`config.mk`:
```
export PLATFORM = sky130hd
export DESIGN_NAME = mc_control_fsm
export DESIGN_NICKNAME = d
export VERILOG_FILES = /design/src/rtl/mc_control_fsm.sv
export SDC_FILE = /design/constraint.sdc
export NUM_CORES = 1
export LEC_CHECK = 0
export BUFFER_PORTS_ARGS = -buffer_cell sky130_fd_sc_hd__clkbuf_2
export CAP_MARGIN = 15
export CORE_UTILIZATION = 48
export DETAILED_ROUTE_END_ITERATION = 12
export PLACE_DENSITY_LB_ADDON = 0.25
export REMOVE_ABC_BUFFERS = 1
export SYNTH_ARGS = -nofsm -noshare
export SYNTH_HDL_FRONTEND = slang
export SYNTH_SLANG_ARGS = --single-unit
```
`constraint.sdc`:
```
create_clock -name clk -period 2.71 [get_ports clk]
set_clock_uncertainty 0.15 [all_clocks]
set_input_delay 0.542 -clock clk [delete_from_list [all_inputs] [get_ports clk]]
set_output_delay 0.542 -clock clk [all_outputs]
set_load 0.1 [all_outputs]
```
`src/rtl/mc_control_fsm.sv`:
```
// -----------------------------------------------------------------------------
// mc_control_fsm
//
// Multi-cycle MIPS control unit. Each instruction is walked through
// FETCH -> DECODE -> EXEC -> [MEM] -> [WB] over one shared instruction/data
// memory port with a ready handshake. SYSCALL with the exit code parks the
// machine in HALT. Unsupported encodings and memory stalls that outlast
// MEM_TIMEOUT park it in TRAP with a cause code. Every completed instruction
// bumps the retired-instruction counter.
//
// Ports
//   clk            rising-edge clock
//   rst_n          asynchronous active-low reset
//   instr[31:0]    instruction register contents, valid from DECODE onward
//   vreg[31:0]     current $v0 value, selects the SYSCALL service
//   mem_ready      memory completes the current request this cycle
//   mem_req        memory request (FETCH and MEM)
//   mem_we         write strobe, qualified by mem_req
//   i_or_d         address select: 0 = PC, 1 = ALU output register
//   ir_write       load the instruction register
//   pc_write       unconditional PC load
//   pc_write_cond  PC load if the branch condition holds
//   branch_ne      1 = BNE sense, 0 = BEQ sense
//   pc_src[1:0]    0 = ALU, 1 = ALU out (branch target), 2 = jump target, 3 = rs
//   alu_src_a      0 = PC, 1 = rs
//   alu_src_b[1:0] 0 = rt, 1 = const 4, 2 = sext imm, 3 = sext imm << 2
//   alu_op[2:0]    010 add, 110 sub, 000 and, 001 or, 111 slt
//   reg_write      register file write
//   reg_dst[1:0]   0 = rt, 1 = rd, 2 = $31
//   wb_sel[1:0]    0 = ALU, 1 = memory data, 2 = PC
//   sys_puts       one-cycle pulse for the print-string service
//   halted         sticky, set in HALT
//   trap           sticky, set in TRAP
//   trap_cause[1:0] 1 = illegal instruction, 2 = memory timeout
//   instret[CNT_W-1:0] retired-instruction count, wraps
//   state[2:0]     current state encoding
// -----------------------------------------------------------------------------
module mc_control_fsm #(
   parameter logic [31:0] EXIT_CODE   = 32'd10,
   parameter logic [31:0] PUTS_CODE   = 32'd4,
   parameter int unsigned MEM_TIMEOUT = 255,
   parameter int unsigned TO_W        = 8,
   parameter int unsigned CNT_W       = 32
) (
   input  logic             clk,
   input  logic             rst_n,
   input  logic [31:0]      instr,
   input  logic [31:0]      vreg,
   input  logic             mem_ready,
   output logic             mem_req,
   output logic             mem_we,
   output logic             i_or_d,
   output logic             ir_write,
   output logic             pc_write,
   output logic             pc_write_cond,
   output logic             branch_ne,
   output logic [1:0]       pc_src,
   output logic             alu_src_a,
   output logic [1:0]       alu_src_b,
   output logic [2:0]       alu_op,
   output logic             reg_write,
   output logic [1:0]       reg_dst,
   output logic [1:0]       wb_sel,
   output logic             sys_puts,
   output logic             halted,
   output logic             trap,
   output logic [1:0]       trap_cause,
   output logic [CNT_W-1:0] instret,
   output logic [2:0]       state
);

   typedef enum logic [2:0] {
      S_FETCH  = 3'd0,
      S_DECODE = 3'd1,
      S_EXEC   = 3'd2,
      S_MEM    = 3'd3,
      S_WB     = 3'd4,
      S_HALT   = 3'd5,
      S_TRAP   = 3'd6
   } state_t;

   // Primary opcodes
   localparam logic [5:0] OP_SPECIAL = 6'h00;
   localparam logic [5:0] OP_J       = 6'h02;
   localparam logic [5:0] OP_JAL     = 6'h03;
   localparam logic [5:0] OP_BEQ     = 6'h04;
   localparam logic [5:0] OP_BNE     = 6'h05;
   localparam logic [5:0] OP_ADDI    = 6'h08;
   localparam logic [5:0] OP_ADDIU   = 6'h09;
   localparam logic [5:0] OP_SLTIU   = 6'h0B;
   localparam logic [5:0] OP_ORI     = 6'h0D;
   localparam logic [5:0] OP_LUI     = 6'h0F;
   localparam logic [5:0] OP_LW      = 6'h23;
   localparam logic [5:0] OP_SW      = 6'h2B;

   // SPECIAL function codes
   localparam logic [5:0] FN_NOP     = 6'h00;
   localparam logic [5:0] FN_JR      = 6'h08;
   localparam logic [5:0] FN_SYSCALL = 6'h0C;
   localparam logic [5:0] FN_ADD     = 6'h20;
   localparam logic [5:0] FN_ADDU    = 6'h21;
   localparam logic [5:0] FN_SUB     = 6'h22;
   localparam logic [5:0] FN_AND     = 6'h24;
   localparam logic [5:0] FN_OR      = 6'h25;
   localparam logic [5:0] FN_SLT     = 6'h2A;

   // ALU operation codes
   localparam logic [2:0] ALU_ADD = 3'b010;
   localparam logic [2:0] ALU_SUB = 3'b110;
   localparam logic [2:0] ALU_AND = 3'b000;
   localparam logic [2:0] ALU_OR  = 3'b001;
   localparam logic [2:0] ALU_SLT = 3'b111;

   // Trap causes
   localparam logic [1:0] CAUSE_ILLEGAL = 2'd1;
   localparam logic [1:0] CAUSE_TIMEOUT = 2'd2;

   // Timeout disabled entirely when MEM_TIMEOUT is zero.
   localparam bit             TO_EN    = (MEM_TIMEOUT != 0);
   localparam logic [TO_W-1:0] TO_LIMIT = TO_W'(MEM_TIMEOUT);

   state_t            state_q, state_n;
   logic [1:0]        cause_q, cause_n;
   logic [CNT_W-1:0]  instret_q;
   logic [TO_W-1:0]   to_cnt_q;
   logic              retire;
   logic              waiting;
   logic              timeout_hit;

   // ---------------------------------------------------------------------------
   // Instruction classification
   // ---------------------------------------------------------------------------
   logic [5:0] opcode;
   logic [5:0] funct;
   logic       is_special;
   logic       is_nop;
   logic       is_syscall;
   logic       is_jr;
   logic       is_r_alu;
   logic [2:0] r_alu_op;
   logic       is_imm_alu;
   logic [2:0] i_alu_op;
   logic       is_load;
   logic       is_store;
   logic       is_branch;
   logic       is_jump;
   logic       is_jal;

   assign opcode     = instr[31:26];
   assign funct      = instr[5:0];
   assign is_special = (opcode == OP_SPECIAL);

   // Register fields and immediates are consumed by the datapath, not here.
   logic unused_instr_fields;
   assign unused_instr_fields = ^instr[25:6];

   // NOTE: every combinational output gets a default before any branch, so
   // no path leaves a signal unassigned and no latch is inferred.
   always_comb begin
      is_nop     = 1'b0;
      is_syscall = 1'b0;
      is_jr      = 1'b0;
      is_r_alu   = 1'b0;
      r_alu_op   = ALU_ADD;
      if (is_special) begin
         case (funct)
            FN_NOP:     is_nop     = 1'b1;
            FN_SYSCALL: is_syscall = 1'b1;
            FN_JR:      is_jr      = 1'b1;
            FN_ADD,
            FN_ADDU:    is_r_alu   = 1'b1;
            FN_SUB:     begin is_r_alu = 1'b1; r_alu_op = ALU_SUB; end
            FN_AND:     begin is_r_alu = 1'b1; r_alu_op = ALU_AND; end
            FN_OR:      begin is_r_alu = 1'b1; r_alu_op = ALU_OR;  end
            FN_SLT:     begin is_r_alu = 1'b1; r_alu_op = ALU_SLT; end
            default:    ;
         endcase
      end
   end

   always_comb begin
      is_imm_alu = 1'b0;
      i_alu_op   = ALU_ADD;
      is_load    = 1'b0;
      is_store   = 1'b0;
      is_branch  = 1'b0;
      is_jump    = 1'b0;
      is_jal     = 1'b0;
      case (opcode)
         OP_ADDI,
         OP_ADDIU,
         OP_LUI:   is_imm_alu = 1'b1;
         OP_ORI:   begin is_imm_alu = 1'b1; i_alu_op = ALU_OR;  end
         OP_SLTIU: begin is_imm_alu = 1'b1; i_alu_op = ALU_SLT; end
         OP_LW:    is_load    = 1'b1;
         OP_SW:    is_store   = 1'b1;
         OP_BEQ,
         OP_BNE:   is_branch  = 1'b1;
         OP_J:     is_jump    = 1'b1;
         OP_JAL:   begin is_jump = 1'b1; is_jal = 1'b1; end
         default:  ;
      endcase
   end

   // A wait cycle that finds the counter already at the limit is the last
   // one tolerated; the machine traps instead of waiting again.
   assign timeout_hit = TO_EN && (to_cnt_q == TO_LIMIT) && !mem_ready;

   // ---------------------------------------------------------------------------
   // Next-state and output decode
   // ---------------------------------------------------------------------------
   always_comb begin
      state_n       = state_q;
      cause_n       = cause_q;
      retire        = 1'b0;
      waiting       = 1'b0;
      mem_req       = 1'b0;
      mem_we        = 1'b0;
      i_or_d        = 1'b0;
      ir_write      = 1'b0;
      pc_write      = 1'b0;
      pc_write_cond = 1'b0;
      branch_ne     = 1'b0;
      pc_src        = 2'd0;
      alu_src_a     = 1'b0;
      alu_src_b     = 2'd0;
      alu_op        = 3'b000;
      reg_write     = 1'b0;
      reg_dst       = 2'd0;
      wb_sel        = 2'd0;
      sys_puts      = 1'b0;
      halted        = 1'b0;
      trap          = 1'b0;

      case (state_q)
         S_FETCH: begin
            // ALU computes PC+4 while the instruction is read.
            mem_req   = 1'b1;
            alu_src_b = 2'd1;
            alu_op    = ALU_ADD;
            if (mem_ready) begin
               ir_write = 1'b1;
               pc_write = 1'b1;
               state_n  = S_DECODE;
            end else begin
               waiting = 1'b1;
               if (timeout_hit) begin
                  state_n = S_TRAP;
                  cause_n = CAUSE_TIMEOUT;
               end
            end
         end

         S_DECODE: begin
            // Speculative branch target; the datapath latches it into ALUOut.
            alu_src_b = 2'd3;
            alu_op    = ALU_ADD;
            if (is_nop) begin
               retire  = 1'b1;
               state_n = S_FETCH;
            end else if (is_syscall) begin
               retire = 1'b1;
               if (vreg == EXIT_CODE) begin
                  state_n = S_HALT;
               end else begin
                  sys_puts = (vreg == PUTS_CODE);
                  state_n  = S_FETCH;
               end
            end else if (is_r_alu || is_jr || is_imm_alu || is_load ||
                         is_store || is_branch || is_jump) begin
               state_n = S_EXEC;
            end else begin
               state_n = S_TRAP;
               cause_n = CAUSE_ILLEGAL;
            end
         end

         S_EXEC: begin
            if (is_r_alu) begin
               alu_src_a = 1'b1;
               alu_src_b = 2'd0;
               alu_op    = r_alu_op;
               state_n   = S_WB;
            end else if (is_imm_alu) begin
               alu_src_a = 1'b1;
               alu_src_b = 2'd2;
               alu_op    = i_alu_op;
               state_n   = S_WB;
            end else if (is_load || is_store) begin
               alu_src_a = 1'b1;
               alu_src_b = 2'd2;
               alu_op    = ALU_ADD;
               state_n   = S_MEM;
            end else if (is_branch) begin
               alu_src_a     = 1'b1;
               alu_src_b     = 2'd0;
               alu_op        = ALU_SUB;
               pc_write_cond = 1'b1;
               pc_src        = 2'd1;
               branch_ne     = (opcode == OP_BNE);
               retire        = 1'b1;
               state_n       = S_FETCH;
            end else if (is_jump) begin
               pc_write = 1'b1;
               pc_src   = 2'd2;
               if (is_jal) begin
                  reg_write = 1'b1;
                  reg_dst   = 2'd2;
                  wb_sel    = 2'd2;
               end
               retire  = 1'b1;
               state_n = S_FETCH;
            end else if (is_jr) begin
               pc_write = 1'b1;
               pc_src   = 2'd3;
               retire   = 1'b1;
               state_n  = S_FETCH;
            end else begin
               // Instruction register changed under us after DECODE.
               state_n = S_TRAP;
               cause_n = CAUSE_ILLEGAL;
            end
         end

         S_MEM: begin
            mem_req = 1'b1;
            i_or_d  = 1'b1;
            mem_we  = is_store;
            if (mem_ready) begin
               if (is_store) begin
                  retire  = 1'b1;
                  state_n = S_FETCH;
               end else begin
                  state_n = S_WB;
               end
            end else begin
               waiting = 1'b1;
               if (timeout_hit) begin
                  state_n = S_TRAP;
                  cause_n = CAUSE_TIMEOUT;
               end
            end
         end

         S_WB: begin
            reg_write = 1'b1;
            reg_dst   = is_special ? 2'd1 : 2'd0;
            wb_sel    = is_load    ? 2'd1 : 2'd0;
            retire    = 1'b1;
            state_n   = S_FETCH;
         end

         S_HALT: halted = 1'b1;

         S_TRAP: trap = 1'b1;

         default: begin
            // Unused encoding 7: recover into a visible illegal-state trap.
            state_n = S_TRAP;
            cause_n = CAUSE_ILLEGAL;
         end
      endcase
   end

   // ---------------------------------------------------------------------------
   // State, counters and trap cause
   // ---------------------------------------------------------------------------
   // NOTE: sequential state uses non-blocking assignments so every register
   // samples pre-edge values regardless of statement order.
   always_ff @(posedge clk or negedge rst_n) begin
      if (!rst_n) begin
         state_q   <= S_FETCH;
         cause_q   <= 2'd0;
         instret_q <= '0;
         to_cnt_q  <= '0;
      end else begin
         state_q <= state_n;
         cause_q <= cause_n;
         if (retire) begin
            instret_q <= instret_q + CNT_W'(1);
         end
         // Cleared whenever not stalled, which covers entry to FETCH/MEM
         // and the completing mem_ready cycle.
         if (waiting) begin
            to_cnt_q <= to_cnt_q + TO_W'(1);
         end else begin
            to_cnt_q <= '0;
         end
      end
   end

   assign state      = state_q;
   assign trap_cause = cause_q;
   assign instret    = instret_q;

endmodule

```
Word level (Yosys, flattened, before mapping)
Index checks and enable logic that the tools add are counted.
{"block": "totals", "regBits": 45, "input_bits": 67, "elab_cells": 188}
{"block": "op_classes", "add_sub_neg": 2, "eq_ne": 39, "n_mux": 121, "n_bitwise": 1, "n_reduce_logical": 21}
{"cell": "1-bit 2-to-1 mux", "n": 63}
{"cell": "3-bit 2-to-1 mux", "n": 19}
{"cell": "2-bit 2-to-1 mux", "n": 27}
{"cell": "6-bit == test, second input constant", "n": 8}
{"cell": "6-bit by 4-bit == test with 1-bit output, second input constant", "n": 7}
{"cell": "32-bit by 1-bit adder with 32-bit output, second input constant", "n": 1}
{"cell": "32-bit by 3-bit == test with 1-bit output, second input constant", "n": 1}
{"cell": "32-bit by 4-bit == test with 1-bit output, second input constant", "n": 1}
{"cell": "2-bit inequality test, second input constant", "n": 10}
{"cell": "3-bit case mux with 6 select lines", "n": 1}
{"cell": "6-bit by 2-bit == test with 1-bit output, second input constant", "n": 2}
{"cell": "6-bit by 3-bit == test with 1-bit output, second input constant", "n": 2}
{"cell": "6-bit logical NOT", "n": 2}
{"cell": "3-bit case mux with 2 select lines", "n": 2}
{"cell": "3-bit case mux with 4 select lines", "n": 1}
{"cell": "12-bit AND reduction", "n": 1}
{"cell": "2-bit OR reduction", "n": 5}
{"cell": "3-bit == test, second input constant", "n": 3}
{"cell": "8-bit by 1-bit adder with 8-bit output, second input constant", "n": 1}
{"cell": "8-bit == test, second input constant", "n": 1}
{"cell": "8-bit 2-to-1 mux", "n": 1}
{"cell": "2-bit case mux with 2 select lines", "n": 2}
{"cell": "2-bit case mux with 4 select lines", "n": 1}
{"cell": "1-bit logical OR", "n": 7}
{"cell": "13 further kinds", "n": 15}

Depth between registers and ports, before layout
{"block": "depth", "word_depth": 14, "depth_mapped": 9, "mapped_depth_nobuf": 7}

Worst setup path after synthesis
No wires, ideal clock.
{"block": "synth_timing", "path_kind": "register -> output", "start": "register state_q[1], in the netlist state[1]", "end": "output port wb_sel[1]", "t_arrival_ns": 4.843, "setup_slack_ns": -2.825, "path_stages_with_launch": 9, "path_buffers": 3, "path_cell_list": "dfrtp_1 > clkbuf_1 > nand2b_1 > or2_2 > buf_4 > or2_2 > nand2b_1 > nor3_1 > buf_4"}
{"block": "synth_between", "elab_chain_len": 2, "word_cells_on_any_way": 3, "classes_between": "2 x eq/ne; 1 x mux"}
{"item": "from (decl)", "line": "122", "text": "state_t state_q, state_n;"}
{"item": "from (signal assigned)", "line": "377", "text": "state_q <= state_n;"}
{"item": "3-bit == test or 3-bit by 2-bit == test with 1-bit output (tied branches)", "line": "235", "text": "case (state_q)"}
{"item": "2-bit case mux with 2 select lines *", "line": "235"}
{"item": "to (decl)", "line": "63", "text": "output logic [1:0] wb_sel,"}
Every way passes the cells marked *; elsewhere a longest branch is shown, timed or not.

Worst setup path in the final report
{"block": "layout_timing", "start": "input port instr[1]", "end": "output port reg_write"}
{"block": "layout_between", "elab_chain_len": 6, "word_cells_on_any_way": 11, "classes_between": "6 x eq/ne; 4 x mux; 1 x reduce/logical"}
{"item": "from (decl)", "line": "47", "text": "input logic [31:0] instr,"}
{"item": "6-bit == test", "line": "166", "text": "case (funct)"}
{"item": "6-bit OR reduction (no source line) *"}
{"item": "1-bit 2-to-1 mux *", "line": "166"}
{"item": "1-bit 2-to-1 mux *", "line": "165", "text": "if (is_special) begin"}
{"item": "1-bit 2-to-1 mux *", "line": "279", "text": "if (is_r_alu) begin"}
{"item": "1-bit case mux with 2 select lines *", "line": "235"}
{"item": "to (decl)", "line": "61", "text": "output logic reg_write,"}
Marked as above.

==> flow_metrics.tcl <==
set metrics [dict create \
    hold_buffers 0 \
    leakage_nw 1.867 \
    status "finished with violations" \
    gp_congestion 0.9226 \
    crit_arrival_ns 2.14 \
    start_util_pct 50.96 \
    power_w 0.001238 \
    root_buffer "clkbuf_8" \
    finalCriticalPeriod_ns 2.828 \
    num_vias 3036 \
    dr.pass1.iters 5 \
    drive_gt1_share_pct 41.14 \
    ys_warn_count 0 \
    synth_top_area_share_pct 39.16 \
    insertion_delay_ns 0.30 \
    slew_headroom_pct 60.77 \
    cts_tree "built" \
    drcViolationCount 0 \
    port_buffers 106 \
    fillers 384 \
    maxSlewViolCount 0 \
    grt_pass1_vias 2812 \
    clk_pin_slew_ns 0.08 \
    netlist_top_cells_count "dfrtp_1, nand2_1, nor2_1" \
    fin_crit_sh_pct 104.4 \
    syn_area_per_cell_um2 8.957 \
    fin_nets 525 \
    avgRoutedWirePerCell_um 15.23 \
    synthArstFlopShare_pct 100.0 \
    worst_pin_slew_ns 0.5831 \
    required_ns 2.02 \
    synth_ff_type "dfrtp_1" \
    dr_wl_met3_um 483 \
    start_kind "primary input" \
    clock_sinks 45 \
    cp-end-kind "output port" \
    row_count 27 \
    fin_ws_ns -0.1180 \
    synthTopCellsByArea "dfrtp_1, xnor2_1, nand4_1" \
    netlist_area_um2 2875 \
    cts_buffers 5 \
    drtIter0Drc 252 \
    critPathKind "in2out" \
    met2RoutedLength_mm 4.090 \
    grtUsageTotal_pct 26.20 \
    synth_edf_count 0 \
    setup_viol 15 \
    core_area_um2 5642 \
    worst-path-max-fanout 4 \
    drtAntennaViolNets 0 \
    rsz0062_at_grt "yes" \
    clockBufferDepth 2 \
    grt_antenna_before_repair 0 \
    grt_overflow_total 0 \
    routed_wl_mm 8.057 \
    h-tree-depth 2 \
    synth_top_cell_by_area "dfrtp_1" \
    dp_hpwl_mm 5.975 \
    p_per_area_nw_per_um2 292.8 \
    area_delta_synth_final_pct 47.08 \
    holdWs_ns 0.1425 \
    hp-class "in2async" \
    clock.fmax_mhz 353.6 \
    syn_inst 321 \
    io_pins 127 \
    wirelength_met1_mm 3.312 \
    hold_violations 0 \
    grt_first_pass_wirelength_mm 12.94 \
    top_layer_used "met4" \
    synth.most_common_cell "dfrtp_1" \
    grt_max_degree 46 \
    vdd_ir_drop_max_mv 0.2433 \
    die_area_um2 6304 \
    ys_seq_elements 45 \
    vias_per_cell 5.739 \
    maxCapViolations 0 \
    die_w_um 79.40 \
    ys_types 50 \
    synth_seq_area_share_pct 39.16 \
    tns_ns -0.7057 \
    pre_cts_slack_ns -0.2315 \
    violations "setup timing" \
    die_height_um 79.40 \
    n_antenna_cell 0 \
]
[per-stage QoR]
stage	instance area (um^2)	util (%)	std cells
global placement	3921	69.51	518
detailed placement	3921	69.51	518
global route	4229	74.96	529
floorplan	2743	-	300
CTS	4136	73.32	528
finish	4229	74.96	529
[routing by layer]
metal / GRT usage, % / vias to the layer above
li1: - / 1440
met1: 33.50 / 1446
met2: 44.66 / 136
met3: 4.686 / 14
met4: 8.545 / 0
met5: 0 / -
[power by group]
group / leakage [nW] / switching [W] / internal (W) / total [W]
registers: 0.577 / 0 / 0.000671 / 0.000671
logic: 1.24 / 0.0000664 / 0.0000638 / 0.000130
clock network: 0.0512 / 0.000231 / 0.000207 / 0.000437
total: 1.87 / 0.000297 / 0.000941 / 0.00124
[cell families after synthesis]
family,share of synthesized area [%]
xor+xnor,11.88
fa+ha+maj,0.8702
compound gates,9.835
buf+inv,5.134
flops,39.16
simple gates,33.12
[path summary, 6_finish.rpt]
path                          endpoint        start  cells after the start  slack (ns)
max                          reg_write     instr[1]                      9       -0.12
min                        to_cnt_q[2]        rst_n                      2        0.14
max reg2reg                instret[30]   instret[4]                      6        0.31
min reg2reg                instret[31]  instret[31]                      1        0.32
max in group asynchronous     state[2]        rst_n                      2        1.87
min in group clk           instret[31]  instret[31]                      1        0.32
[what timing repair did]
| item | 4_1_cts | 5_1_grt |
|---|---|---|
| setup buffers | 2 | 2 |
| gates resized for setup | 21 | 24 |
| endpoints found under the setup margin | 11 | 19 |
| pin swaps | 11 | 8 |
[area by class of cell]
| class | instances | area [um^2] | area share [%] |
|---|---|---|---|
| clock buffers | 6 | 82.58 | 1.953 |
| clock inverters | 2 | 13.76 | 0.3254 |
| inverters | 4 | 15.01 | 0.3550 |
| multi-input cells | 251 | 1735 | 41.04 |
| flip-flops and latches | 45 | 1126 | 26.63 |
| well taps | 72 | 90.09 | 2.130 |
| repair buffers | 149 | 1166 | 27.57 |
[critical path, stage by stage]
cell	delay, ns
buf_8	0.10
nor3b_4	0.15
o2111a_1	0.27
or2_4	0.26
nand2b_4	0.16
buf_6	0.13
o31ai_2	0.20
buf_4	0.16
buf_12	0.16
[flip-flops by register name, summed over array words and instances (netlist names)]
| signal | count |
|---|---|
| to_cnt_q | 8 |
| trap_cause | 2 |
| state | 3 |
| instret | 32 |
[cell usage in the layout (no fill, tap or decap), types with 3 or more instances in the layout]
cell type,n
or2_2,3
o21a_1,3
nand4_1,21
xnor2_1,26
buf_6,4
nor2_1,23
buf_12,18
nor2_2,3
o21ai_0,5
nand2_1,30
a31oi_1,3
clkbuf_8,6
nor4_1,12
nor3_1,14
inv_1,4
dfrtp_1,45
nand3_1,25
and2_1,4
buf_4,42
clkbuf_2,83
and3_1,7
a21oi_1,6
nor4_4,4
xor2_1,13
or2_4,3
Note: power is estimated with default switching activity, not from simulation.
